===== config.mk =====
export PLATFORM = sky130hd
export DESIGN_NAME = inst_fetch
export DESIGN_NICKNAME = d
export VERILOG_FILES = /design/src/rtl/inst_fetch.sv
export SDC_FILE = /design/constraint.sdc
export NUM_CORES = 1
export LEC_CHECK = 0
export CORE_ASPECT_RATIO = 0.8
export CORE_MARGIN = 4
export CORE_UTILIZATION = 25
export CTS_CLUSTER_SIZE = 25
export DETAILED_ROUTE_END_ITERATION = 10
export GPL_TIMING_DRIVEN = 0
export PLACE_DENSITY = 0.61
export SLEW_MARGIN = 20
export SYNTH_ARGS = -nofsm -noshare
export SYNTH_HDL_FRONTEND = slang
export SYNTH_SLANG_ARGS = --single-unit

===== constraint.sdc =====
create_clock -name clk -period 1.8 [get_ports clk]
set_input_delay 0.54 -clock clk [delete_from_list [all_inputs] [get_ports clk]]
set_output_delay 0.54 -clock clk [all_outputs]
set_load 0.005 [all_outputs]

===== src/rtl/inst_fetch.sv =====
`default_nettype none
// ============================================================================
// Module   : inst_fetch
// Desc     : Instruction-fetch stage. Holds the PC, issues one instruction
//            memory request at a time, hands fetched words to decode and
//            accepts taken-branch / JAL redirects from execute.
// Options  : define INST_FETCH_PERF_EN to add perf_fetched / perf_flushed
//            event counters as extra output ports.
// Revision : 1.0 - initial release
// ============================================================================

module inst_fetch #(
    parameter int              XLEN     = 32,
    parameter logic [XLEN-1:0] RESET_PC = 32'h0000_0000
) (
    input  logic            clk,
    input  logic            rst_n,
    output logic            imem_req_valid,
    input  logic            imem_req_ready,
    output logic [XLEN-1:0] imem_addr,
    input  logic            imem_resp_valid,
    input  logic [XLEN-1:0] imem_resp_data,
    input  logic            redirect_valid,
    input  logic [XLEN-1:0] redirect_pc,
    output logic            id_valid,
    input  logic            id_ready,
    output logic [XLEN-1:0] id_inst,
    output logic [XLEN-1:0] id_pc,
    output logic [6:0]      id_opcode,
    output logic            fetch_err
`ifdef INST_FETCH_PERF_EN
    ,
    output logic [31:0]     perf_fetched,
    output logic [31:0]     perf_flushed
`endif
);

    typedef enum logic [1:0] {
        S_BOOT = 2'd0,
        S_REQ  = 2'd1,
        S_WAIT = 2'd2,
        S_HOLD = 2'd3
    } state_t;

    state_t          r_state;
    state_t          w_state_nxt;
    logic [XLEN-1:0] r_pc;
    logic [XLEN-1:0] w_pc_nxt;
    logic            r_drop;
    logic            w_drop_nxt;
    logic            r_id_valid;
    logic            w_id_valid_nxt;
    logic            w_capture;
    logic [XLEN-1:0] r_id_inst;
    logic [XLEN-1:0] r_id_pc;
    logic            r_fetch_err;
    logic            w_req_fire;
    logic            w_misaligned;
    logic [XLEN-1:0] w_redirect_pc;

    // Targets are always word aligned; a misaligned target has its low bits
    // cleared and is reported through fetch_err.
    assign w_redirect_pc  = {redirect_pc[XLEN-1:2], 2'b00};
    assign w_misaligned   = (redirect_pc[1:0] != 2'b00);
    assign w_req_fire     = (r_state == S_REQ) && imem_req_ready;

    assign imem_req_valid = (r_state == S_REQ);
    assign imem_addr      = r_pc;
    assign id_valid       = r_id_valid;
    assign id_inst        = r_id_inst;
    assign id_pc          = r_id_pc;
    assign id_opcode      = r_id_inst[6:0];
    assign fetch_err      = r_fetch_err;

    // State register.
    always_ff @(posedge clk or negedge rst_n) begin
        if (!rst_n) begin
            r_state <= S_BOOT;
        end else begin
            r_state <= w_state_nxt;
        end
    end

    // Next-state and next-value logic; a redirect always wins over the
    // normal flow and marks any request still in flight as stale (drop).
    always_comb begin
        w_state_nxt    = r_state;
        w_pc_nxt       = r_pc;
        w_drop_nxt     = r_drop;
        w_id_valid_nxt = r_id_valid;
        w_capture      = 1'b0;
        case (r_state)
            S_BOOT: begin
                w_state_nxt = S_REQ;
                if (redirect_valid) begin
                    w_pc_nxt = w_redirect_pc;
                end
            end
            S_REQ: begin
                if (w_req_fire) begin
                    w_state_nxt = S_WAIT;
                end
                if (redirect_valid) begin
                    w_pc_nxt = w_redirect_pc;
                    if (w_req_fire) begin
                        w_drop_nxt = 1'b1;
                    end
                end
            end
            S_WAIT: begin
                if (redirect_valid) begin
                    w_pc_nxt = w_redirect_pc;
                    if (imem_resp_valid) begin
                        w_drop_nxt  = 1'b0;
                        w_state_nxt = S_REQ;
                    end else begin
                        w_drop_nxt  = 1'b1;
                    end
                end else if (imem_resp_valid) begin
                    if (r_drop) begin
                        w_drop_nxt  = 1'b0;
                        w_state_nxt = S_REQ;
                    end else begin
                        w_capture      = 1'b1;
                        w_id_valid_nxt = 1'b1;
                        w_pc_nxt       = r_pc + {{(XLEN-3){1'b0}}, 3'b100};
                        w_state_nxt    = S_HOLD;
                    end
                end
            end
            S_HOLD: begin
                if (redirect_valid) begin
                    w_id_valid_nxt = 1'b0;
                    w_pc_nxt       = w_redirect_pc;
                    w_state_nxt    = S_REQ;
                end else if (id_ready) begin
                    w_id_valid_nxt = 1'b0;
                    w_state_nxt    = S_REQ;
                end
            end
            default: begin
                w_state_nxt = S_BOOT;
            end
        endcase
    end

    // PC, stale-response flag, decode-valid and the misalignment pulse.
    always_ff @(posedge clk or negedge rst_n) begin
        if (!rst_n) begin
            r_pc        <= RESET_PC;
            r_drop      <= 1'b0;
            r_id_valid  <= 1'b0;
            r_fetch_err <= 1'b0;
        end else begin
            r_pc        <= w_pc_nxt;
            r_drop      <= w_drop_nxt;
            r_id_valid  <= w_id_valid_nxt;
            r_fetch_err <= redirect_valid && w_misaligned;
        end
    end

    // Capture the instruction word and its PC for decode.
    always_ff @(posedge clk or negedge rst_n) begin
        if (!rst_n) begin
            r_id_inst <= '0;
            r_id_pc   <= '0;
        end else if (w_capture) begin
            r_id_inst <= imem_resp_data;
            r_id_pc   <= r_pc;
        end
    end

`ifdef INST_FETCH_PERF_EN
    logic [31:0] r_perf_fetched;
    logic [31:0] r_perf_flushed;
    logic        w_discard;

    // A response is thrown away when it is stale or meets a redirect.
    assign w_discard = (r_state == S_WAIT) && imem_resp_valid &&
                       (r_drop || redirect_valid);

    // Delivered and discarded instruction counters, free-running with wrap.
    always_ff @(posedge clk or negedge rst_n) begin
        if (!rst_n) begin
            r_perf_fetched <= 32'd0;
            r_perf_flushed <= 32'd0;
        end else begin
            if (r_id_valid && id_ready) begin
                r_perf_fetched <= r_perf_fetched + 32'd1;
            end
            if (w_discard) begin
                r_perf_flushed <= r_perf_flushed + 32'd1;
            end
        end
    end

    assign perf_fetched = r_perf_fetched;
    assign perf_flushed = r_perf_flushed;
`else
    // Performance counters are not built in this configuration.
`endif

endmodule

`default_nettype wire


==> results_dict.tcl, run 1 <==
set metrics [dict create \
    finalWorstSetupSlack_ns -0.02142 \
    cts-buffers-inserted 9 \
    fin_cells 875 \
    crit_buf_inv 3 \
    hold_viol_final 0 \
    die_x_um 159.1 \
    hpwl_um 10980 \
    finish.utilization 0.4475 \
    p_sw_frac 0.2817 \
    criticalPathCategory "reg -> reg" \
    yosys.cell_types.count 54 \
    clock-sinks 97 \
    multi_input_area_mm2 0.002217 \
    drc 0 \
    slowest_stage "dfrtp_1" \
    p_int_w 0.006685 \
    cts-root-buf "clkbuf_16" \
    netlist_area_mm2 0.004563 \
    cts.reportedPaths.clkPinSlew_ns 0.07 \
    fin_crit_sh 1.012 \
    grt-ovfl-total 0 \
    worst_ep_arrival_time_ns 2.05 \
    hold_slack_ns 0.1078 \
    initial_utilization 0.2586 \
    path_depth 8 \
    synth_edf_count 0 \
    viasPerCell 4.721 \
    cap_violations 0 \
    grt_use_total 0.1527 \
    ys_seq_area_frac 0.5319 \
    pwr-share-seq 0.369 \
    drtIter0Drc 338 \
    ys.warnings.count 0 \
    worstMarginPinSlew_ns 0.6197 \
    drive_gt1_frac 0.3338 \
    syn_avg_cell_area_um2 11.32 \
    syn_inst 403 \
    critPathMaxFanout 10 \
    rsz0062_at_grt "true" \
    vias 4131 \
    ys.flop_type "dfrtp_1" \
    p_comb_frac 0.405 \
    fin_skew_ns 0.008302 \
    rows 43 \
    end_kind "flip-flop" \
    numPortBuffers 170 \
    setup_viol 18 \
    clock_latency_ns 0.35 \
    die_y_um 128.8 \
    p_leak_nw 3.668 \
    yosys_register_bits 97 \
    cp_cell_sequence "inv_2, ha_4, and3b_2, nor2_4, nor2_4, buf_12, buf_12, mux2_2" \
    power_density_mw_per_mm2 1179 \
    cts_hold_buf 0 \
    critPathTopFamily "buffers and inverters" \
    p_switching_w 0.002622 \
    nets 719 \
    ios 176 \
    post_drt_wl_per_cell_um 18.37 \
    fillers 1643 \
    core_area_mm2 0.01765 \
    area_delta_synth_final_pct 73.05 \
    dieArea_mm2 0.02049 \
    regArea_mm2 0.002459 \
    cp-startpoint "r_state[0]$_DFFE_PN0P_" \
    placedCellCount 802 \
    wl_um 16080 \
    timing.rr.start "r_state[0]$_DFFE_PN0P_" \
    power_w 0.009307 \
    critPathRequiredTime_ns 2.03 \
    gp_routability_congestion 0.8559 \
    r2r_cells 8 \
    cts.path.max_buffers 2 \
    fin_crit_ns 1.821 \
    max_slew_margin 0.5856 \
    dr.pass1.iters 5 \
    antenna_cells 0 \
    synthArstFlopShare 1.000 \
    antenna_found_initial 0 \
    status "complete, but fails checks" \
    cts_tree "yes" \
    failed_checks "setup timing" \
    worst_setup_path_start_kind "flip-flop" \
    final_cell_mix "110 x clkdlybuf4s50_1, 72 x dfrtp_1, 61 x buf_4, 31 x mux2_4" \
    final_common_cell "clkdlybuf4s50_1" \
    antenna_left 0 \
    hold_class "in -> async" \
    htree_levels 3 \
    first_global_vias 4390 \
    p_clk_frac 0.226 \
    ir_drop_mv 0.5553 \
    grt_start_max_net_pins 54 \
    grt_pass1_wl_um 24520 \
    slew_viol_final 0 \
    cp_slowest_stage_delay_ns 0.39 \
    clock.fmax_ghz 0.5490 \
]
## power groups by stage
stage	clock network, W	registers [W]	logic (W)
after detailed placement	0	0.00352	0.00330
after CTS	0.00217	0.00344	0.00370
after global routing	0.00226	0.00354	0.00406
after global placement	0	0.00347	0.00326
after floorplan	0	0.00349	0.00113
final	0.00210	0.00344	0.00377
## stage by stage
step	area [um2]	TNS (ns)	setup WS [ns]
after detailed placement	6633	-71.20	-0.9104
final	7896	-0.2315	-0.02142
after global routing	7896	-2.320	-0.08638
after global placement	6604	-421.21	-3.625
after floorplan	4621	-4.294	-0.07486
after CTS	7622	-1.331	-0.05994
## cell usage after synthesis (2+ instances only)
master / number / area (um2)
o311ai_1: 2 / 17.52
nor2b_1: 3 / 18.77
inv_1: 7 / 26.28
a31oi_1: 5 / 31.28
buf_2: 10 / 50.05
xor2_1: 3 / 26.28
nand3_1: 15 / 75.07
nor4_4: 2 / 42.54
nand2_1: 32 / 120.1
and3_1: 5 / 31.28
ha_1: 4 / 50.05
o22ai_1: 8 / 50.05
dfrtp_1: 97 / 2427
nor4_1: 2 / 12.51
a21oi_1: 16 / 80.08
nor4_2: 2 / 25.02
o21ai_1: 3 / 15.01
and4_1: 2 / 17.52
a2bb2oi_1: 6 / 52.55
o21ai_0: 25 / 125.1
buf_4: 11 / 82.58
mux2_2: 59 / 664.4
and2_1: 3 / 18.77
nor3_1: 4 / 20.02
nand4_1: 10 / 62.56
nor2_4: 2 / 22.52
mux2_1: 2 / 22.52
xnor2_1: 5 / 43.79
nor2_1: 25 / 93.84
clkbuf_1: 9 / 33.78
## layer usage
| metal | global-route usage | wire length, um | up-vias |
|---|---|---|---|
| li1 | - | - | 1932 |
| met1 | 0.1977 | 7040 | 1997 |
| met2 | 0.2391 | 7244 | 183 |
| met3 | 0.06340 | 1548 | 19 |
| met4 | 0.03929 | 242 | 0 |
| met5 | 0 | 0 | - |
## flip-flops by register name, indices dropped and copies added (netlist names)
signal	flops
fetch_err	1
id_pc	30
r_drop	1
id_valid	1
id_inst	32
r_state	2
imem_addr	30
## repair_timing
action / 4_1_cts / 5_1_grt
resized for setup: 106 / 76
cloned: 4 / 0
pin swaps: 7 / 12
buffers inserted: 51 / 5
endpoints found under the setup margin: 129 / 116
## path summary, 6_finish.rpt
check	to	slack, ns
worst min-delay path	id_pc[26]$_DFFE_PN0P_	0.11
worst max-delay path	id_inst[27]$_DFFE_PN0P_	-0.02
min in group clk	id_pc[5]$_DFFE_PN0P_	0.50
worst max register to register	id_inst[27]$_DFFE_PN0P_	-0.02
max in group asynchronous	imem_addr[10]$_DFFE_PN0P_	1.07
worst min register to register	id_pc[5]$_DFFE_PN0P_	0.50
## area by class of cell
type	count	area share
Buffer	29	0.03470
Sequential cell	97	0.3114
Tap cell	225	0.03565
Clock buffer	9	0.02852
Timing Repair Buffer	230	0.2933
Inverter	8	0.003803
Clock inverter	7	0.01188
Multi-Input combinational cell	270	0.2808
## cells by family (layout without fill, tap and decap cells)
| group | after synthesis | after routing | synth area share |
|---|---|---|---|
| AOI/OAI and AO/OA | 80 | 80 | 0.1105 |
| xor gates and xnor gates | 8 | 8 | 0.01536 |
| adders and majority gates | 4 | 4 | 0.01097 |
| buffers and inverters | 39 | 283 | 0.04387 |
| DFF | 97 | 97 | 0.5319 |
| muxes | 61 | 61 | 0.1505 |
| other | 1 | 4 | 0.0008218 |
| and+or+nand+nor | 113 | 113 | 0.1360 |
Power figures use the tool's default switching activity.
==> run 2: changes to the inputs <==
--- a/config.mk
+++ b/config.mk
@@ -12,6 +12,7 @@
 export DETAILED_ROUTE_END_ITERATION = 10
 export GPL_TIMING_DRIVEN = 0
 export PLACE_DENSITY = 0.61
+export REMOVE_ABC_BUFFERS = 1
 export SLEW_MARGIN = 20
 export SYNTH_ARGS = -nofsm -noshare
 export SYNTH_HDL_FRONTEND = slang
==> run 2 against run 1 <==
  * Fmax shrank 3.9%
  * Via count grew 1.3%
  * The run still ends with setup timing left
  * Count of clock-buffer cells in the layout grew 5
  * Critical endpoint is now id_inst[28]$_DFFE_PN0P_
  * Largest power group unchanged
  * First-iteration DRC count shrank 19%
  * Highest routed layer is now met5
==> results_dict.tcl, run 2 (synthesis results as in run 1) <==
set metrics [dict create \
    status "complete, but fails checks" \
    failed_checks "setup timing" \
    fin_cells 862 \
    finish.utilization 0.4426 \
    grt-ovfl-total 0 \
    end_kind "flip-flop" \
    area_delta_synth_final_pct 71.15 \
    fin_skew_ns 0.008915 \
    core_area_mm2 0.01765 \
    fin_crit_sh 1.053 \
    cts-root-buf "clkbuf_16" \
    clock_latency_ns 0.35 \
    cts_hold_buf 0 \
    finalWorstSetupSlack_ns -0.09541 \
    grt_start_max_net_pins 57 \
    critPathRequiredTime_ns 2.03 \
    drive_gt1_frac 0.3140 \
    vias 4183 \
    die_y_um 128.8 \
    regArea_mm2 0.002456 \
    grt_pass1_wl_um 23830 \
    drtIter0Drc 275 \
    hold_class "in -> async" \
    cp_slowest_stage_delay_ns 0.39 \
    dr.pass1.iters 4 \
    hpwl_um 10270 \
    timing.setup.tns_ns -3.692 \
    drc 0 \
    final_cell_mix "117 x clkdlybuf4s50_1, 74 x dfrtp_1, 57 x buf_4, 37 x mux2_4, 30 x nand2_1" \
    critPathTopFamily "simple AND/OR/NAND/NOR gates" \
    cap_violations 0 \
    antenna_left 0 \
    multi_input_area_mm2 0.002247 \
    worst_ep_arrival_time_ns 2.13 \
    gp_routability_congestion 0.7903 \
    numPortBuffers 171 \
    rsz0062_at_grt "true" \
    critPathMaxFanout 7 \
    rows 43 \
    slew_viol_final 0 \
    ios 176 \
    p_leak_nw 3.594 \
    ir_drop_mv 0.5519 \
    wl_um 16350 \
    viasPerCell 4.853 \
    dieArea_mm2 0.02049 \
    fin_crit_ns 1.895 \
    htree_levels 3 \
    power_density_mw_per_mm2 1190 \
    cp_cell_sequence "buf_6, ha_4, and3b_2, nor2_4, nor2_4, buf_8, clkbuf_16, mux2_4" \
    largest_reg_flops 32 \
    finalInstanceArea_mm2 0.007810 \
    criticalPathCategory "reg -> reg" \
    die_x_um 159.1 \
    final_common_cell "clkdlybuf4s50_1" \
    cts-buffers-inserted 9 \
    cts_tree "yes" \
    initial_utilization 0.2586 \
    antenna_found_initial 1 \
    clock-sinks 97 \
    cts.path.max_buffers 2 \
    grt_use_total 0.1473 \
    setup_viol 53 \
    nets 706 \
    fillers 1618 \
    placed_area_mm2 0.006482 \
    crit_top_cell "nor2_4" \
    worst_setup_path_start_kind "flip-flop" \
    placedCellCount 775 \
    hold_viol_final 0 \
    cts.reportedPaths.clkPinSlew_ns 0.07 \
    antenna_cells 0 \
    crit_buf_inv 3 \
    slowest_stage "dfrtp_1" \
    clock.fmax_ghz 0.5276 \
    post_drt_wl_per_cell_um 18.97 \
    first_global_vias 4228 \
]
-- run 2: layout make-up --
cell class,count,area share
inverters,8,0.004005
clock inverters,2,0.004486
repair buffers,245,0.3182
well taps,225,0.03605
flip-flops and latches,97,0.3145
multi-input cells,271,0.2877
clock buffers,14,0.03508
-- run 2: metal layers --
layer  up-vias  share of wire  global-route usage
li1       1911              -                   -
met1      2073           0.44              0.1874
met2       180           0.47              0.2411
met3        17          0.081             0.05764
met4         2         0.0081             0.03061
met5         -        0.00079                   0
-- run 2: path summary, 6_finish.rpt --
path	startpoint	end	slack [ns]	cells past startpoint
setup / recovery	r_state[1]$_DFFE_PN0P_	id_inst[28]$_DFFE_PN0P_	-0.1	8
hold / removal	rst_n	id_pc[27]$_DFFE_PN0P_	0.10	1
setup reg to reg	r_state[1]$_DFFE_PN0P_	id_inst[28]$_DFFE_PN0P_	-0.1	8
hold reg to reg	id_pc[12]$_DFFE_PN0P_	id_pc[12]$_DFFE_PN0P_	0.49	1
max in group asynchronous	rst_n	imem_addr[15]$_DFFE_PN0P_	1.03	2
min in group clk	id_pc[12]$_DFFE_PN0P_	id_pc[12]$_DFFE_PN0P_	0.49	1
-- run 2: worst register-to-register path: cells and delay by family, from the launching register on --
kind	cells	cell delay, ns
muxes	1	0.30
adders and majority gates	1	0.16
and+or+nand+nor	3	0.47
buffers and inverters	3	0.46
DFF	1	0.39
-- run 2: power breakdown --
| part | total (W) | internal (W) | switching, W |
|---|---|---|---|
| Clock | 0.00202 | 0.00119 | 0.000828 |
| Sequential | 0.00344 | 0.00295 | 0.000490 |
| Combinational | 0.00384 | 0.00256 | 0.00128 |
-- run 2: repair_timing --
item | CTS | global route
gates cloned | 2 | 5
endpoints found under the setup margin | 126 | 107
resized for setup | 82 | 76
buffers inserted | 46 | 19
pin swaps | 11 | 8
-- run 2: through the flow --
stage	setup slack, ns	hold WS (ns)	total power [W]
floorplan	-0.8314	0.2444	0.004482
global placement	-3.569	0.4713	0.006574
detailed placement	-1.490	0.4792	0.006692
CTS	-0.09632	0.1110	0.009058
global route	-0.1345	0.1322	0.009821
finish	-0.09541	0.1033	0.009296
==> run 3: changes to the inputs <==
--- a/config.mk
+++ b/config.mk
@@ -5,7 +5,6 @@
 export SDC_FILE = /design/constraint.sdc
 export NUM_CORES = 1
 export LEC_CHECK = 0
-export CORE_ASPECT_RATIO = 0.8
 export CORE_MARGIN = 4
 export CORE_UTILIZATION = 25
 export CTS_CLUSTER_SIZE = 25
==> run 3 against run 2 <==
  * The flow still finishes with violations (setup timing)
  * First-iteration DRC count rose by 10%
  * Sequential share of layout area fell by 1.3 points
  * Utilization rose by 1.1 points
  * Largest cell class unchanged
  * Clock skew rose by 0.00095 ns
  * Register-to-register slack got worse by 0.05 ns
  * Setup slack got worse by 0.052 ns
  * Critical endpoint is now id_pc[11]$_DFFE_PN0P_
  * Critical path type unchanged
  * Cell count rose by 2.9%
==> results_dict.tcl, run 3 (synthesis results as in run 1) <==
set metrics [dict create \
    status "complete, but fails checks" \
    failed_checks "setup timing" \
    fin_crit_ns 1.947 \
    initial_utilization 0.2540 \
    worst_ep_arrival_time_ns 2.18 \
    drtIter0Drc 303 \
    cts_tree "yes" \
    placedCellCount 778 \
    nets 727 \
    antenna_cells 0 \
    dr.pass1.iters 4 \
    regArea_mm2 0.002455 \
    drc 0 \
    timing.setup.tns_ns -4.678 \
    viasPerCell 4.849 \
    antenna_left 0 \
    cts_hold_buf 0 \
    power_density_mw_per_mm2 1148 \
    criticalPathCategory "reg -> reg" \
    hpwl_um 10040 \
    core_area_mm2 0.01796 \
    p_leak_nw 3.762 \
    clock-sinks 97 \
    rr_endpoint "id_pc[11]$_DFFE_PN0P_" \
    grt_use_total 0.1586 \
    wl_um 16870 \
    multi_input_area_mm2 0.002286 \
    rsz0062_at_grt "true" \
    gp_routability_congestion 0.7703 \
    r2r_slack_ns -0.15 \
    hold_viol_final 0 \
    final_common_cell "clkdlybuf4s50_1" \
    grt_start_max_net_pins 51 \
    critPathMaxFanout 6 \
    fin_cells 887 \
    worst_setup_path_start_kind "flip-flop" \
    fin_skew_ns 0.009870 \
    r2r_cells 9 \
    finalWorstSetupSlack_ns -0.1470 \
    rows 49 \
    final_cell_mix "117 x clkdlybuf4s50_1, 75 x dfrtp_1, 69 x buf_4, 35 x mux2_2, 34 x dlymetal6s2s_1" \
    cts.path.max_buffers 2 \
    cts-root-buf "clkbuf_16" \
    end_kind "flip-flop" \
    timing.rr.start "r_state[1]$_DFFE_PN0P_" \
    cts.reportedPaths.clkPinSlew_ns 0.08 \
    antenna_found_initial 0 \
    fillers 1649 \
    grt-ovfl-total 0 \
    slew_viol_final 0 \
    cap_violations 0 \
    vias 4301 \
    ios 176 \
    clock_latency_ns 0.36 \
    drive_gt1_frac 0.3602 \
    post_drt_wl_per_cell_um 19.02 \
    ir_drop_mv 0.5010 \
    finish.utilization 0.4538 \
    area_delta_synth_final_pct 78.64 \
    die_x_um 143.1 \
    numPortBuffers 171 \
    hold_class "in -> async" \
    critPathRequiredTime_ns 2.04 \
    die_y_um 143.1 \
    placed_area_mm2 0.006481 \
    largest_reg_flops 32 \
    dieArea_mm2 0.02048 \
    htree_levels 3 \
    setup_viol 61 \
    finalInstanceArea_mm2 0.008152 \
    hold_slack_ns 0.1173 \
    cts-buffers-inserted 9 \
    grt_pass1_wl_um 24810 \
    first_global_vias 4411 \
    fin_crit_sh 1.082 \
    clock.fmax_ghz 0.5136 \
]
run 3: changes by cell type in the layout (fill, tap and decap cells not counted), sizes merged:
cell | previous run | this run
clkinv | 2 | 4
nor2 | 27 | 28
buf | 74 | 97
clkbuf | 17 | 10
bufinv | 1 | 0
dlygate4sd2 | 25 | 17
clkinvlp | 0 | 3
dlymetal6s2s | 26 | 34
run 3: worst max-delay path by stage:
stage                                      start  depth (start not counted)                 endpoint  slack, ns
after floorplan           r_state[0]$_DFFE_PN0P_                          6   id_inst[0]$_DFFE_PN0P_      -0.83
after global placement                     rst_n                          1    id_pc[15]$_DFFE_PN0P_      -3.58
after detailed placement         imem_resp_valid                          6  id_inst[24]$_DFFE_PN0P_      -1.30
after CTS                 r_state[0]$_DFFE_PN0P_                          8  id_inst[31]$_DFFE_PN0P_      -0.18
after global routing      r_state[1]$_DFFE_PN0P_                          9    id_pc[11]$_DFFE_PN0P_      -0.19
final                     r_state[1]$_DFFE_PN0P_                          9    id_pc[11]$_DFFE_PN0P_      -0.15
run 3: report_power, final:
| group | total (W) | switching (W) | internal (W) |
|---|---|---|---|
| clock network | 0.00188 | 0.000901 | 0.000979 |
| registers | 0.00341 | 0.000458 | 0.00295 |
| logic | 0.00407 | 0.00136 | 0.00271 |
run 3: what timing repair did:
item,4_1_cts,5_1_grt
resized for setup,83,88
setup buffers,67,21
gates cloned,8,1
setup endpoints to repair,126,126
pin swaps,10,11
run 3: area by class of cell:
class / instances / area share
timing repair buffer: 265 / 0.3441
sequential: 97 / 0.3012
multi-input combinational: 272 / 0.2804
tap: 229 / 0.03515
clock buffer: 10 / 0.02932
clock inverter: 6 / 0.005219
inverter: 8 / 0.004605
run 3: critical path: stages (launching register included):
cell and delay (ns):
dfrtp_1 0.39, buf_6 0.13, ha_4 0.16, and3b_2 0.23, nor2_4 0.15, nor2_4 0.06, buf_12 0.15, buf_12 0.13
buf_16 0.14, mux2_4 0.29
run 3: per-stage QoR:
stage / total power (W) / setup slack (ns)
2_1_floorplan: 0.004482 / -0.8314
3_3_place_gp: 0.006552 / -3.575
3_5_place_dp: 0.006680 / -1.301
4_1_cts: 0.009101 / -0.1776
5_1_grt: 0.009900 / -0.1902
6_report: 0.009361 / -0.1470
run 3: per-layer routing:
layer  part of all wire  up-vias  GRT usage
li1                   -     1965          -
met1               0.41     2147     0.1984
met2               0.49      158     0.2641
met3              0.062       31    0.03416
met4              0.029        0    0.06853
met5                  0        -          0
